**src/rtl/cpu_pkg.sv**
```systemverilog
// Shared CPU definitions: datapath widths, the EX-stage control bundle
// and the branch-condition helper used by the MEM-stage branch logic.
package cpu_pkg;

    localparam int DATA_W     = 32;
    localparam int REG_ADDR_W = 5;

    // ALU select encoding reserved for "no operation" (bubble instructions).
    localparam logic [5:0] ALU_SEL_NOP = 6'b111111;

    // Control bits travelling with an instruction from EX into MEM.
    typedef struct packed {
        logic regWrite;
        logic memRead;
        logic memWrite;
        logic memToReg;
        logic branch;
        logic branchNe;
    } ex_mem_ctrl_t;

    // Branch condition: beq takes on equality, bne on inequality.
    // When both flags are set the instruction is treated as beq.
    function automatic logic branch_taken(input logic is_beq,
                                          input logic is_bne,
                                          input logic zero_flag);
        logic taken;
        taken = 1'b0;
        if (is_beq) begin
            taken = zero_flag;
        end else if (is_bne) begin
            taken = ~zero_flag;
        end
        return taken;
    endfunction

endpackage

```
**src/rtl/ex_mem_stage_reg_branch_resolve.sv**
```systemverilog
// MEM-stage branch resolution: registers the branch outcome and produces a
// single-pulse PC redirect per taken branch, even across multi-cycle stalls.
module branch_resolve
    import cpu_pkg::*;
(
    input  logic clk,
    input  logic rst_n,
    input  logic stall,
    input  logic branch,
    input  logic branch_ne,
    input  logic zero_flag,
    input  logic mem_valid,
    output logic pc_src
);

    logic taken_q;
    logic redirect_done;

    // Capture the branch outcome of the EX instruction alongside the rest of the stage.
    always_ff @(posedge clk or negedge rst_n) begin
        if (!rst_n) begin
            taken_q <= 1'b0;
        end else if (!stall) begin
            taken_q <= branch_taken(branch, branch_ne, zero_flag);
        end
    end

    // Remember that the redirect already fired while the stage is stalled, so it is not repeated.
    always_ff @(posedge clk or negedge rst_n) begin
        if (!rst_n) begin
            redirect_done <= 1'b0;
        end else if (!stall) begin
            redirect_done <= 1'b0;
        end else if (pc_src) begin
            redirect_done <= 1'b1;
        end
    end

    assign pc_src = mem_valid & taken_q & ~redirect_done;

endmodule

```
**src/rtl/ex_mem_stage_reg.sv**
```systemverilog
// EX/MEM pipeline register. Captures the ALU results, store data and
// control of the EX instruction, resolves branches in MEM, and squashes the
// wrong-path instruction that enters while a redirect is being issued.
module ex_mem_stage_reg
    import cpu_pkg::*;
#(
    parameter int DATA_W     = cpu_pkg::DATA_W,
    parameter int REG_ADDR_W = cpu_pkg::REG_ADDR_W
) (
    input  logic                  clk,
    input  logic                  rst_n,
    input  logic                  stall,
    input  logic                  exValid,
    input  logic [DATA_W-1:0]     aluOut,
    input  logic                  zeroFlag,
    input  logic [DATA_W-1:0]     addResult,
    input  logic [DATA_W-1:0]     rtData,
    input  logic [REG_ADDR_W-1:0] writeReg,
    input  logic                  regWrite,
    input  logic                  memRead,
    input  logic                  memWrite,
    input  logic                  memToReg,
    input  logic                  branch,
    input  logic                  branchNe,
    output logic                  memValid,
    output logic [DATA_W-1:0]     memAluOut,
    output logic [DATA_W-1:0]     memRtData,
    output logic [REG_ADDR_W-1:0] memWriteReg,
    output logic                  memRegWrite,
    output logic                  memRead_o,
    output logic                  memWrite_o,
    output logic                  memToReg_o,
    output logic                  pcSrc,
    output logic [DATA_W-1:0]     branchTarget,
    output logic                  flushUp
);

    ex_mem_ctrl_t          ex_ctrl;
    logic                  mem_valid_q;
    logic [DATA_W-1:0]     alu_out_q;
    logic [DATA_W-1:0]     rt_data_q;
    logic [REG_ADDR_W-1:0] write_reg_q;
    logic [DATA_W-1:0]     branch_target_q;
    logic                  reg_write_q;
    logic                  mem_read_q;
    logic                  mem_write_q;
    logic                  mem_to_reg_q;
    logic                  pc_src;

    assign ex_ctrl = '{regWrite: regWrite, memRead: memRead, memWrite: memWrite,
                       memToReg: memToReg, branch: branch, branchNe: branchNe};

    // Validity of the MEM instruction: the EX instruction present during a redirect is wrong-path.
    always_ff @(posedge clk or negedge rst_n) begin
        if (!rst_n) begin
            mem_valid_q <= 1'b0;
        end else if (!stall) begin
            mem_valid_q <= exValid & ~pc_src;
        end
    end

    // Data fields capture every unstalled cycle, even for squashed instructions.
    always_ff @(posedge clk or negedge rst_n) begin
        if (!rst_n) begin
            alu_out_q       <= '0;
            rt_data_q       <= '0;
            write_reg_q     <= '0;
            branch_target_q <= '0;
        end else if (!stall) begin
            alu_out_q       <= aluOut;
            rt_data_q       <= rtData;
            write_reg_q     <= writeReg;
            branch_target_q <= addResult;
        end
    end

    // Raw control bits; they only reach the outputs once qualified by memValid.
    always_ff @(posedge clk or negedge rst_n) begin
        if (!rst_n) begin
            reg_write_q  <= 1'b0;
            mem_read_q   <= 1'b0;
            mem_write_q  <= 1'b0;
            mem_to_reg_q <= 1'b0;
        end else if (!stall) begin
            reg_write_q  <= ex_ctrl.regWrite;
            mem_read_q   <= ex_ctrl.memRead;
            mem_write_q  <= ex_ctrl.memWrite;
            mem_to_reg_q <= ex_ctrl.memToReg;
        end
    end

    branch_resolve u_branch_resolve (
        .clk       (clk),
        .rst_n     (rst_n),
        .stall     (stall),
        .branch    (ex_ctrl.branch),
        .branch_ne (ex_ctrl.branchNe),
        .zero_flag (zeroFlag),
        .mem_valid (mem_valid_q),
        .pc_src    (pc_src)
    );

    assign memValid     = mem_valid_q;
    assign memAluOut    = alu_out_q;
    assign memRtData    = rt_data_q;
    assign memWriteReg  = write_reg_q;
    assign branchTarget = branch_target_q;
    assign memRegWrite  = reg_write_q  & mem_valid_q;
    assign memRead_o    = mem_read_q   & mem_valid_q;
    assign memWrite_o   = mem_write_q  & mem_valid_q;
    assign memToReg_o   = mem_to_reg_q & mem_valid_q;
    assign pcSrc        = pc_src;
    assign flushUp      = pc_src;

endmodule

```
**config.mk**
```make
export PLATFORM = sky130hd
export DESIGN_NAME = ex_mem_stage_reg
export DESIGN_NICKNAME = d
export VERILOG_FILES = /design/src/rtl/cpu_pkg.sv /design/src/rtl/ex_mem_stage_reg_branch_resolve.sv /design/src/rtl/ex_mem_stage_reg.sv
export SDC_FILE = /design/constraint.sdc
export NUM_CORES = 1
export LEC_CHECK = 0
export BUFFER_PORTS_ARGS = -buffer_cell sky130_fd_sc_hd__clkbuf_2
export CAP_MARGIN = 10
export CORE_AREA = 8 8 93 137
export DETAILED_ROUTE_END_ITERATION = 12
export DIE_AREA = 0 0 101 145
export HOLD_SLACK_MARGIN = 0.08
export PLACE_DENSITY = 0.81
export SETUP_SLACK_MARGIN = 0.05
export SYNTH_ARGS = -nofsm -noshare
export SYNTH_HDL_FRONTEND = slang
export SYNTH_HIERARCHICAL = 1
export SYNTH_SLANG_ARGS = --single-unit
export TNS_END_PERCENT = 100
```
**constraint.sdc**
```tcl
create_clock -name clk -period 0.9 [get_ports clk]
set_input_delay 0.18 -clock clk [delete_from_list [all_inputs] [get_ports clk]]
set_output_delay 0.18 -clock clk [all_outputs]
set_load 0.02 [all_outputs]
```
==> run metrics, run 1 <==
status=finished, violations left; violated checks=setup timing; worst hold slack=~0.086 ns; CP Launch Type=register; DR WL/cell=around 22 um; CTS Sinks=between 100 and 150; Critical Path RT=about 0.7 ns; H-tree levels=3; Synth top cells by count=dfrtp_1, mux2_2, mux2_4; EDFF count, synth=0; area grow syn2layout=104.6%; synthesized cell area=approximately 0.0042 mm2; critical path launch point=memValid$_DFFE_PN0N_; synthesized flop and latch total=between 100 and 150; multiplexer area fraction after synthesis=30.83%; Root Buffer=clkbuf_16; Hold WC Path Type=in2reg; sequential fraction of the synthesis area=~65%; kind of critical path=reg2out; pins over their slew limit=0; Die W=roughly 100 um; Synth Instances=approximately 240; largest family of logic cells by synthesized area=multiplexers; Synth Area in Simple Gates=1.528%; Total Wirelength=approximately 18000 um; initial antenna violation count=7; Max FO, Critical Path=7; Core Region=~0.011 mm2; clk buf depth=2; pwr dens=about 1700 mW/mm2; num rows=47; Mean Syn Cell Area=17.33 um2; Register Area=0.002704 mm2; WP data arrival=approximately 1.1 ns; die height=~150 um; Worst path slowest cell=dfrtp_2; vias in the first global route=approximately 4500; CTS Buf Count=9; antenna viol nets, final=0; unrepaired setup endpoints after global routing=yes; final net count=740; Critical Path Sink Type=primary output; Pwr Total=about 14 mW; IO Pins=220; routability cong.=between 0.7 and 0.8; grt ovf=0; # fillers=roughly 580; PortBufs=approximately 220; area of the multi-input gates=between 0.0015 and 0.002 mm2; prevailing post-synth register cell=dfrtp_1; CTS tree=done; maximum clock frequency=about 0.76 GHz; Clock Latency Late Sink=0.33 ns; Yosys warning count=6; ys async rst share=100.0%; synth top area cells=dfrtp_1, mux2_2, mux2_4; min Tclk post-route=around 1.3 ns; Slew HR=78.51%; routed via count=approximately 3700; Global Route Usage Sum=about 22%; detailed placer's ending HPWL=between 8000 and 9000 um; total die area=between 0.01 and 0.015 mm2; synth unique cells=15; top-area cell type share of the netlist area=around two thirds; Syn Nets=roughly 350; fin crit share=146.4%; Leak Pwr=around 4.4 nW; final setup skew=between 0.0007 and 0.0008 ns; Initial Util=38.60%; XOR/XNOR share of the synthesized area=0%; post-DR vias/cell=4.678; CTS clk-pin slew, worst paths=roughly 0.07 ns; worst-margin pin slew=between 0.3 and 0.4 ns; largest net degree at the start of global routing=59; hold wc startpoint=rtData[11]; cell taking the most area after synthesis=dfrtp_1; Fin Setup TNS=-20.84 ns; 1st-pass router iterations=4; DR iter-0 viols=between 80 and 90; fraction of layout cells with a size suffix above 1=65.56%; Final Core Density=about 80%; count leader, synth=dfrtp_1; DRC viols=0; final setup fails=136; Synth Area in Compound Gates=0.5692%; Max-cap violations=0; first-pass GRT wire length=about 24000 um; Cell Chain, Critical Path=and2_2, clkbuf_8; Hold Vio Cnt, Final=0; adder-cell share of the synthesized area=0%; CP peak stage delay=roughly 0.45 ns; R2R Path Start=memValid$_DFFE_PN0N_; maximum vdd drop=1045 uV; final setup margin=-0.4180 ns
==> layer usage <==
metal,up-vias,share of wire (%),GRT usage [%],wire (um)
met1,1825,31,19.26,5518
met5,-,0,0,0
li1,1616,-,-,-
met3,65,6.5,6.322,1154
met4,0,5.7,14.01,1008
met2,180,56,41.02,9966
==> sequential cells by signal, indices dropped and copies added, names as in the netlist, 5 cells and up <==
| register | flops |
|---|---|
| memRtData | 32 |
| memAluOut | 32 |
| branchTarget | 32 |
| memWriteReg | 5 |
==> power breakdown <==
part	switching [mW]	internal [mW]	total, mW
clock	1.87	2.35	4.22
sequential	0.447	5.34	5.79
combinational	1.65	2.60	4.25
total	3.97	10.3	14.3
==> repair_timing <==
item                                   4_1_cts  5_1_grt
pin swaps                                    1        0
setup endpoints to repair                  109      198
hold buffers                               104        0
resized for setup                          111      242
buffers inserted                            42       36
endpoints found under the hold margin      212        0
==> path summary, 6_finish.rpt <==
kind	end	slack, ns	cells after the start
worst max-delay path	memToReg_o	-0.42	2
worst max register to register	memValid$_DFFE_PN0N_	-0.04	4
worst min-delay path	memRtData[11]$_DFFE_PN0N_	0.09	2
max in group asynchronous	memRtData[20]$_DFFE_PN0N_	0.22	3
worst min register to register	mem_write_q$_DFFE_PN0N_	0.51	1
min in group asynchronous	memAluOut[22]$_DFFE_PN0N_	0.39	3
==> per-stage QoR <==
step           instances  worst slack (ns)  cell area (um2)
2_1_floorplan        241           -0.1424             4433
5_1_grt              788           -0.4872             8544
4_1_cts              774           -0.4375             7864
6_report             788           -0.4180             8544
3_3_place_gp         612           -0.1759             5704
3_5_place_dp         612           -0.2097             5704
==> logic make-up after synthesis <==
family                 Yosys count
AOI/OAI and AO/OA                4
and+or+nand+nor                 11
muxes                          105
buffers and inverters           13
DFF                            108
==> critical path, delay by kind of cell, from the launching register on <==
family	cells	cell delay (ns)
AND/OR/NAND/NOR	1	0.20
buffers and inverters	1	0.15
flip-flops	1	0.45
==> placed cells by master, fill, tap and decap left out <==
cell type and n:
dlygate4sd3_1 84, or3b_1 1, clkbuf_16 9, nand2_1 1, clkinv_4 2, buf_8 8, nand2b_1 1, inv_6 1
buf_12 5, a21oi_1 2, clkbuf_2 96, buf_6 98, and2_2 4, nor2b_2 1, buf_4 33, diode_2 8
dlymetal6s4s_1 20, inv_8 1, nand2_2 1, mux2_2 34, o21ai_1 1, mux2_4 71, bufinv_16 1, dfrtp_1 107
clkbuf_8 47, a21oi_2 1, nor2_4 1, nor2b_1 1, dfrtp_2 1
==> area by class of cell <==
type | instances | share of cell area [%]
Tap cell | 147 | 2.153
Clock inverter | 5 | 0.7907
Multi-Input combinational cell | 120 | 18.19
Timing Repair Buffer | 389 | 44.03
Sequential cell | 108 | 31.64
Clock buffer | 11 | 2.958
Antenna cell | 8 | 0.2343
No activity file was read; power rests on OpenSTA's default activity.
==> inputs of run 2 (changes only) <==
--- a/config.mk
+++ b/config.mk
@@ -11,7 +11,7 @@
 export DETAILED_ROUTE_END_ITERATION = 12
 export DIE_AREA = 0 0 101 145
 export HOLD_SLACK_MARGIN = 0.08
-export PLACE_DENSITY = 0.81
+export PLACE_DENSITY = 0.71
 export SETUP_SLACK_MARGIN = 0.05
 export SYNTH_ARGS = -nofsm -noshare
 export SYNTH_HDL_FRONTEND = slang
==> run 2 against run 1 <==
  * The flow still finishes with violations (setup timing)
  * Total power decreased by 4.8%
  * Sequential cell count did not move
  * Critical path depth stayed put
  * Final cell count shrank 2.8%
  * Core utilization down 2.1 points
  * Global-route usage decreased by 1.7 points
  * Critical path type unchanged
  * Largest power group unchanged
  * Highest routed layer unchanged
==> run metrics, run 2 (synthesized netlist as in run 1, its figures left out) <==
Global Route Usage Sum=around 20%; Total Wirelength=16580 um; DR WL/cell=roughly 22 um; num rows=47; net switching power=slightly below 4 mW; detailed placer's ending HPWL=~8700 um; combinational power share=30.2%; maximum clock frequency=approximately 0.76 GHz; DRC viols=0; critical path launch point=memValid$_DFFE_PN0N_; Final Core Density=76.90%; final setup margin=-0.4213 ns; die height=145 um; CTS Sinks=108; Core Region=0.01082 mm2; Initial Util=between 30% and 40%; Leak Pwr=between 4 and 5 nW; vias in the first global route=a little over 4000; area grow syn2layout=99.22%; Critical Path Sink Type=primary output; IO Pins=220; fraction of layout cells with a size suffix above 1=approximately 65%; post-DR vias/cell=roughly 4.7; kind of critical path=reg2out; DR iter-0 viols=76; min Tclk post-route=between 1 and 1.5 ns; Root Buffer=clkbuf_16; Hold Vio Cnt, Final=0; commonest non-fill, non-tap cell in the layout=dfrtp_1; routed via count=around 3600; Max-cap violations=0; critical path endpoint=memWrite_o; initial antenna violation count=3; Slew HR=around four fifths; violated checks=setup timing; pwr dens=between 1500 and 2000 mW/mm2; final setup fails=approximately 130; antenna viol nets, final=0; grt ovf=0; area of placed instances=0.005652 mm2; Hold WC Path Type=in2reg; Die W=slightly above 100 um; most frequent cells in the layout=dfrtp_1, buf_6, clkbuf_2; unrepaired setup endpoints after global routing=yes; largest net degree at the start of global routing=between 50 and 60; PortBufs=219; first-pass GRT wire length=about 22000 um; Max FO, Critical Path=7; maximum vdd drop=~960 uV; WP data arrival=roughly 1.1 ns; CTS clk-pin slew, worst paths=0.07 ns; clk buf depth=2; pins over their slew limit=0; clock share of power=27.3%; Pwr Total=roughly 14 mW; H-tree levels=3; Critical Path RT=0.72 ns; Sw Share=around 28%; final net count=roughly 720; 1st-pass router iterations=4; Clock Latency Late Sink=0.34 ns; routability cong.=between 0.7 and 0.8; CTS Buf Count=9; Pint=about 9.7 mW; part of the power in registers=between 40% and 50%; worst-margin pin slew=roughly 0.31 ns; final setup skew=between 0.0004 and 0.0005 ns; reg2reg end=memAluOut[4]$_DFFE_PN0N_; r2r setup slk=-0.03 ns; CTS tree=done; status=finished, violations left; path depth of the worst reg2reg path=2; total die area=0.01465 mm2; fin area=between 0.008 and 0.009 mm2; R2R Path Start=memAluOut[4]$_DFFE_PN0N_; fin crit share=146.8%; CP Launch Type=register
## run 2: changes by cell type in the layout (fill, tap and decap cells not counted), moves of 2 or more
cell	previous run	this run
buf_4	33	25
buf_8	8	6
clkbuf_2	96	93
clkbuf_8	47	38
clkinv_2	0	2
clkinvlp_4	0	2
diode_2	8	3
dlygate4sd3_1	84	88
mux2_2	34	38
mux2_4	71	67
## run 2: layer usage
layer | share of wire [%] | global-route usage (%)
met1 | 32 | 18.96
met4 | 5.1 | 12.66
met2 | 57 | 37.43
met3 | 5.5 | 4.693
met5 | 0 | 0
## run 2: how the worst min path moves through the flow
stage               slack, ns                              endpoint  depth (start not counted)    from
CTS                       0.1  u_branch_resolve/taken_q$_DFFE_PN0N_                          3  branch
finish                   0.11  u_branch_resolve/taken_q$_DFFE_PN0N_                          3  branch
floorplan               -0.12           branchTarget[0]$_DFFE_PN0N_                          0   rst_n
global route             0.11  u_branch_resolve/taken_q$_DFFE_PN0N_                          3  branch
detailed placement       0.21              memAluOut[2]$_DFFE_PN0N_                          2   rst_n
global placement         0.20              memAluOut[4]$_DFFE_PN0N_                          2   rst_n
## run 2: power groups by stage
stage / Sequential (mW) / Combinational, mW / Clock, mW
6_report: 5.78 / 4.10 / 3.70
5_1_grt: 5.83 / 4.29 / 4.00
4_1_cts: 5.63 / 3.39 / 3.82
3_5_place_dp: 5.71 / 2.51 / 0
3_3_place_gp: 5.68 / 2.46 / 0
2_1_floorplan: 6.26 / 0.930 / 0
## run 2: layout make-up
class | instances | area [um2]
Clock inverter | 7 | 51.30
Multi-Input combinational cell | 120 | 1560
Tap cell | 147 | 183.9
Antenna cell | 3 | 7.507
Sequential cell | 108 | 2704
Timing Repair Buffer | 372 | 3588
Clock buffer | 9 | 225.2
Fill cell | 602 | 2500
## run 2: what timing repair did
item / in CTS / in global routing
gates cloned: 0 / 0
pin swaps: 2 / 1
hold buffers: 107 / 0
gates resized for setup: 91 / 260
hold endpoints to repair: 214 / 0
setup buffers: 27 / 37
setup endpoints to repair: 110 / 190
## run 2: per-stage QoR
| step | setup slack [ns] | hold slack, ns | std cells | setup TNS [ns] |
|---|---|---|---|---|
| 4_1_cts | -0.4263 | 0.09828 | 755 | -21.68 |
| 6_report | -0.4213 | 0.1148 | 766 | -20.25 |
| 3_3_place_gp | -0.1842 | 0.2010 | 605 | -14.76 |
| 3_5_place_dp | -0.2078 | 0.2087 | 605 | -16.10 |
| 5_1_grt | -0.4696 | 0.1142 | 766 | -24.28 |
| 2_1_floorplan | -0.1424 | -0.1156 | 241 | -3.431 |
## run 2: worst max-delay path, stage by stage (launching register included)
cell and delay, ns:
dfrtp_2 0.46, and2_2 0.19, clkbuf_8 0.15
==> inputs of run 3 (changes only) <==
--- a/config.mk
+++ b/config.mk
@@ -5,13 +5,13 @@
 export SDC_FILE = /design/constraint.sdc
 export NUM_CORES = 1
 export LEC_CHECK = 0
-export BUFFER_PORTS_ARGS = -buffer_cell sky130_fd_sc_hd__clkbuf_2
 export CAP_MARGIN = 10
-export CORE_AREA = 8 8 93 137
+export CORE_AREA = 8 8 114 84
 export DETAILED_ROUTE_END_ITERATION = 12
-export DIE_AREA = 0 0 101 145
+export DIE_AREA = 0 0 122 92
+export DONT_BUFFER_PORTS = 1
 export HOLD_SLACK_MARGIN = 0.08
-export PLACE_DENSITY = 0.71
+export PLACE_DENSITY = 0.69
 export SETUP_SLACK_MARGIN = 0.05
 export SYNTH_ARGS = -nofsm -noshare
 export SYNTH_HDL_FRONTEND = slang
==> run 3 against run 2 <==
  * The run now fails in 4_1_cts
  * Area after synthesis unchanged
  * Synthesized cell count unchanged
==> run metrics, run 3 <==
H-tree levels=3; die height=approximately 90 um; Post-CTS Setup Bufs=35; placed cells=about 430; ys async rst share=100.0%; synthesized flop and latch total=approximately 110; synth unique cells=15; Mean Syn Cell Area=between 15 and 20 um2; IO Pins=220; Root Buffer=clkbuf_8; Last stage=4_1_cts; Die W=122 um; Hold Buf Count CTS=101; clk buf depth=2; Yosys warning count=6; Error=[ERROR RSZ-0060] Max buffer count reached.; prevailing post-synth register cell=dfrtp_1; detailed placer's ending HPWL=7670 um; synth top area cells=dfrtp_1, mux2_2, mux2_4; Synth top cells by count=dfrtp_1, mux2_2, mux2_4; count leader, synth=dfrtp_1; Synth Instances=241; status=stopped before the end; top-area cell type share of the netlist area=between 60% and 70%; Resized cells post-CTS=about 110; routability cong.=around 0.7; sequential fraction of the synthesis area=~65%; num rows=27; Initial Util=approximately 54%; EDFF count, synth=0; Syn Nets=between 300 and 400; PortBufs=0; CTS Sinks=between 100 and 150; synthesized cell area=0.004177 mm2; CTS Buf Count=9; cell taking the most area after synthesis=dfrtp_1
==> run 3: cell counts after synthesis <==
Identical to the previous run, type by type.
==> run 3: cell families after synthesis <==
group           share of synthesized area [%]
simple gates                            1.528
buf+inv                                 2.367
mux                                     30.83
flops                                   64.71
compound gates                         0.5691
==> run 3: through the flow <==
stage / cell area (um2) / hold WS [ns] / setup slack, ns
after floorplan: 4433 / -0.1156 / -0.1424
after global placement: 5141 / -0.1128 / -0.02496
after detailed placement: 5141 / -0.1136 / -0.04547
==> inputs of run 4 (changes only) <==
--- a/config.mk
+++ b/config.mk
@@ -6,13 +6,11 @@
 export NUM_CORES = 1
 export LEC_CHECK = 0
 export CAP_MARGIN = 10
-export CORE_AREA = 8 8 114 84
+export CORE_AREA = 8 8 112 114
 export DETAILED_ROUTE_END_ITERATION = 12
-export DIE_AREA = 0 0 122 92
+export DIE_AREA = 0 0 120 122
 export DONT_BUFFER_PORTS = 1
-export HOLD_SLACK_MARGIN = 0.08
-export PLACE_DENSITY = 0.69
-export SETUP_SLACK_MARGIN = 0.05
+export PLACE_DENSITY_LB_ADDON = 0.15
 export SYNTH_ARGS = -nofsm -noshare
 export SYNTH_HDL_FRONTEND = slang
 export SYNTH_HIERARCHICAL = 1
==> constraint.sdc (replaced) <==
create_clock -name clk -period 1.15 [get_ports clk]
set_input_delay 0.23 -clock clk [delete_from_list [all_inputs] [get_ports clk]]
set_output_delay 0.23 -clock clk [all_outputs]
set_load 0.02 [all_outputs]
==> run 4 against run 3 <==
  * The run again fails in 4_1_cts
  * Area after synthesis unchanged
  * Synthesized cell count unchanged
==> run metrics, run 4 <==
count leader, synth=dfrtp_1; Syn Nets=353; routability cong.=around 0.65; cell taking the most area after synthesis=dfrtp_1; Synth Instances=~240; detailed placer's ending HPWL=6475 um; die height=about 120 um; Root Buffer=clkbuf_8; IO Pins=220; EDFF count, synth=0; num rows=38; Die W=~120 um; clk buf depth=2; Synth top cells by count=dfrtp_1, mux2_2, mux2_4; PortBufs=0; synth top area cells=dfrtp_1, mux2_2, mux2_4; ys async rst share=100.0%; Yosys warning count=6; Initial Util=between 30% and 40%; Hold Buf Count CTS=slightly above 100; Error=[ERROR RSZ-0060] Max buffer count reached.; Post-CTS Setup Bufs=1; synth unique cells=15; synthesized flop and latch total=~110; synthesized cell area=about 0.0042 mm2; CTS Buf Count=9; Last stage=4_1_cts; status=stopped before the end; top-area cell type share of the netlist area=approximately 65%; H-tree levels=3; Mean Syn Cell Area=17.33 um2; sequential fraction of the synthesis area=around 65%; CTS Sinks=between 100 and 150; prevailing post-synth register cell=dfrtp_1; Resized cells post-CTS=10
run 4: cell counts after synthesis:
Identical to the previous run, type by type.
run 4: logic make-up after synthesis:
| family | count (synthesis) | synth area share, % |
|---|---|---|
| mux | 105 | 30.83 |
| buf+inv | 13 | 2.367 |
| simple gates | 11 | 1.528 |
| flops | 108 | 64.71 |
| compound gates | 4 | 0.5691 |
run 4: stage by stage:
stage	setup WS [ns]	util, %	instance area [um2]	instances	hold WS [ns]
floorplan	0.04209	-	4185	241	-0.06559
global placement	0.2120	40.44	4327	375	-0.06291
detailed placement	0.1994	40.44	4327	375	-0.06237
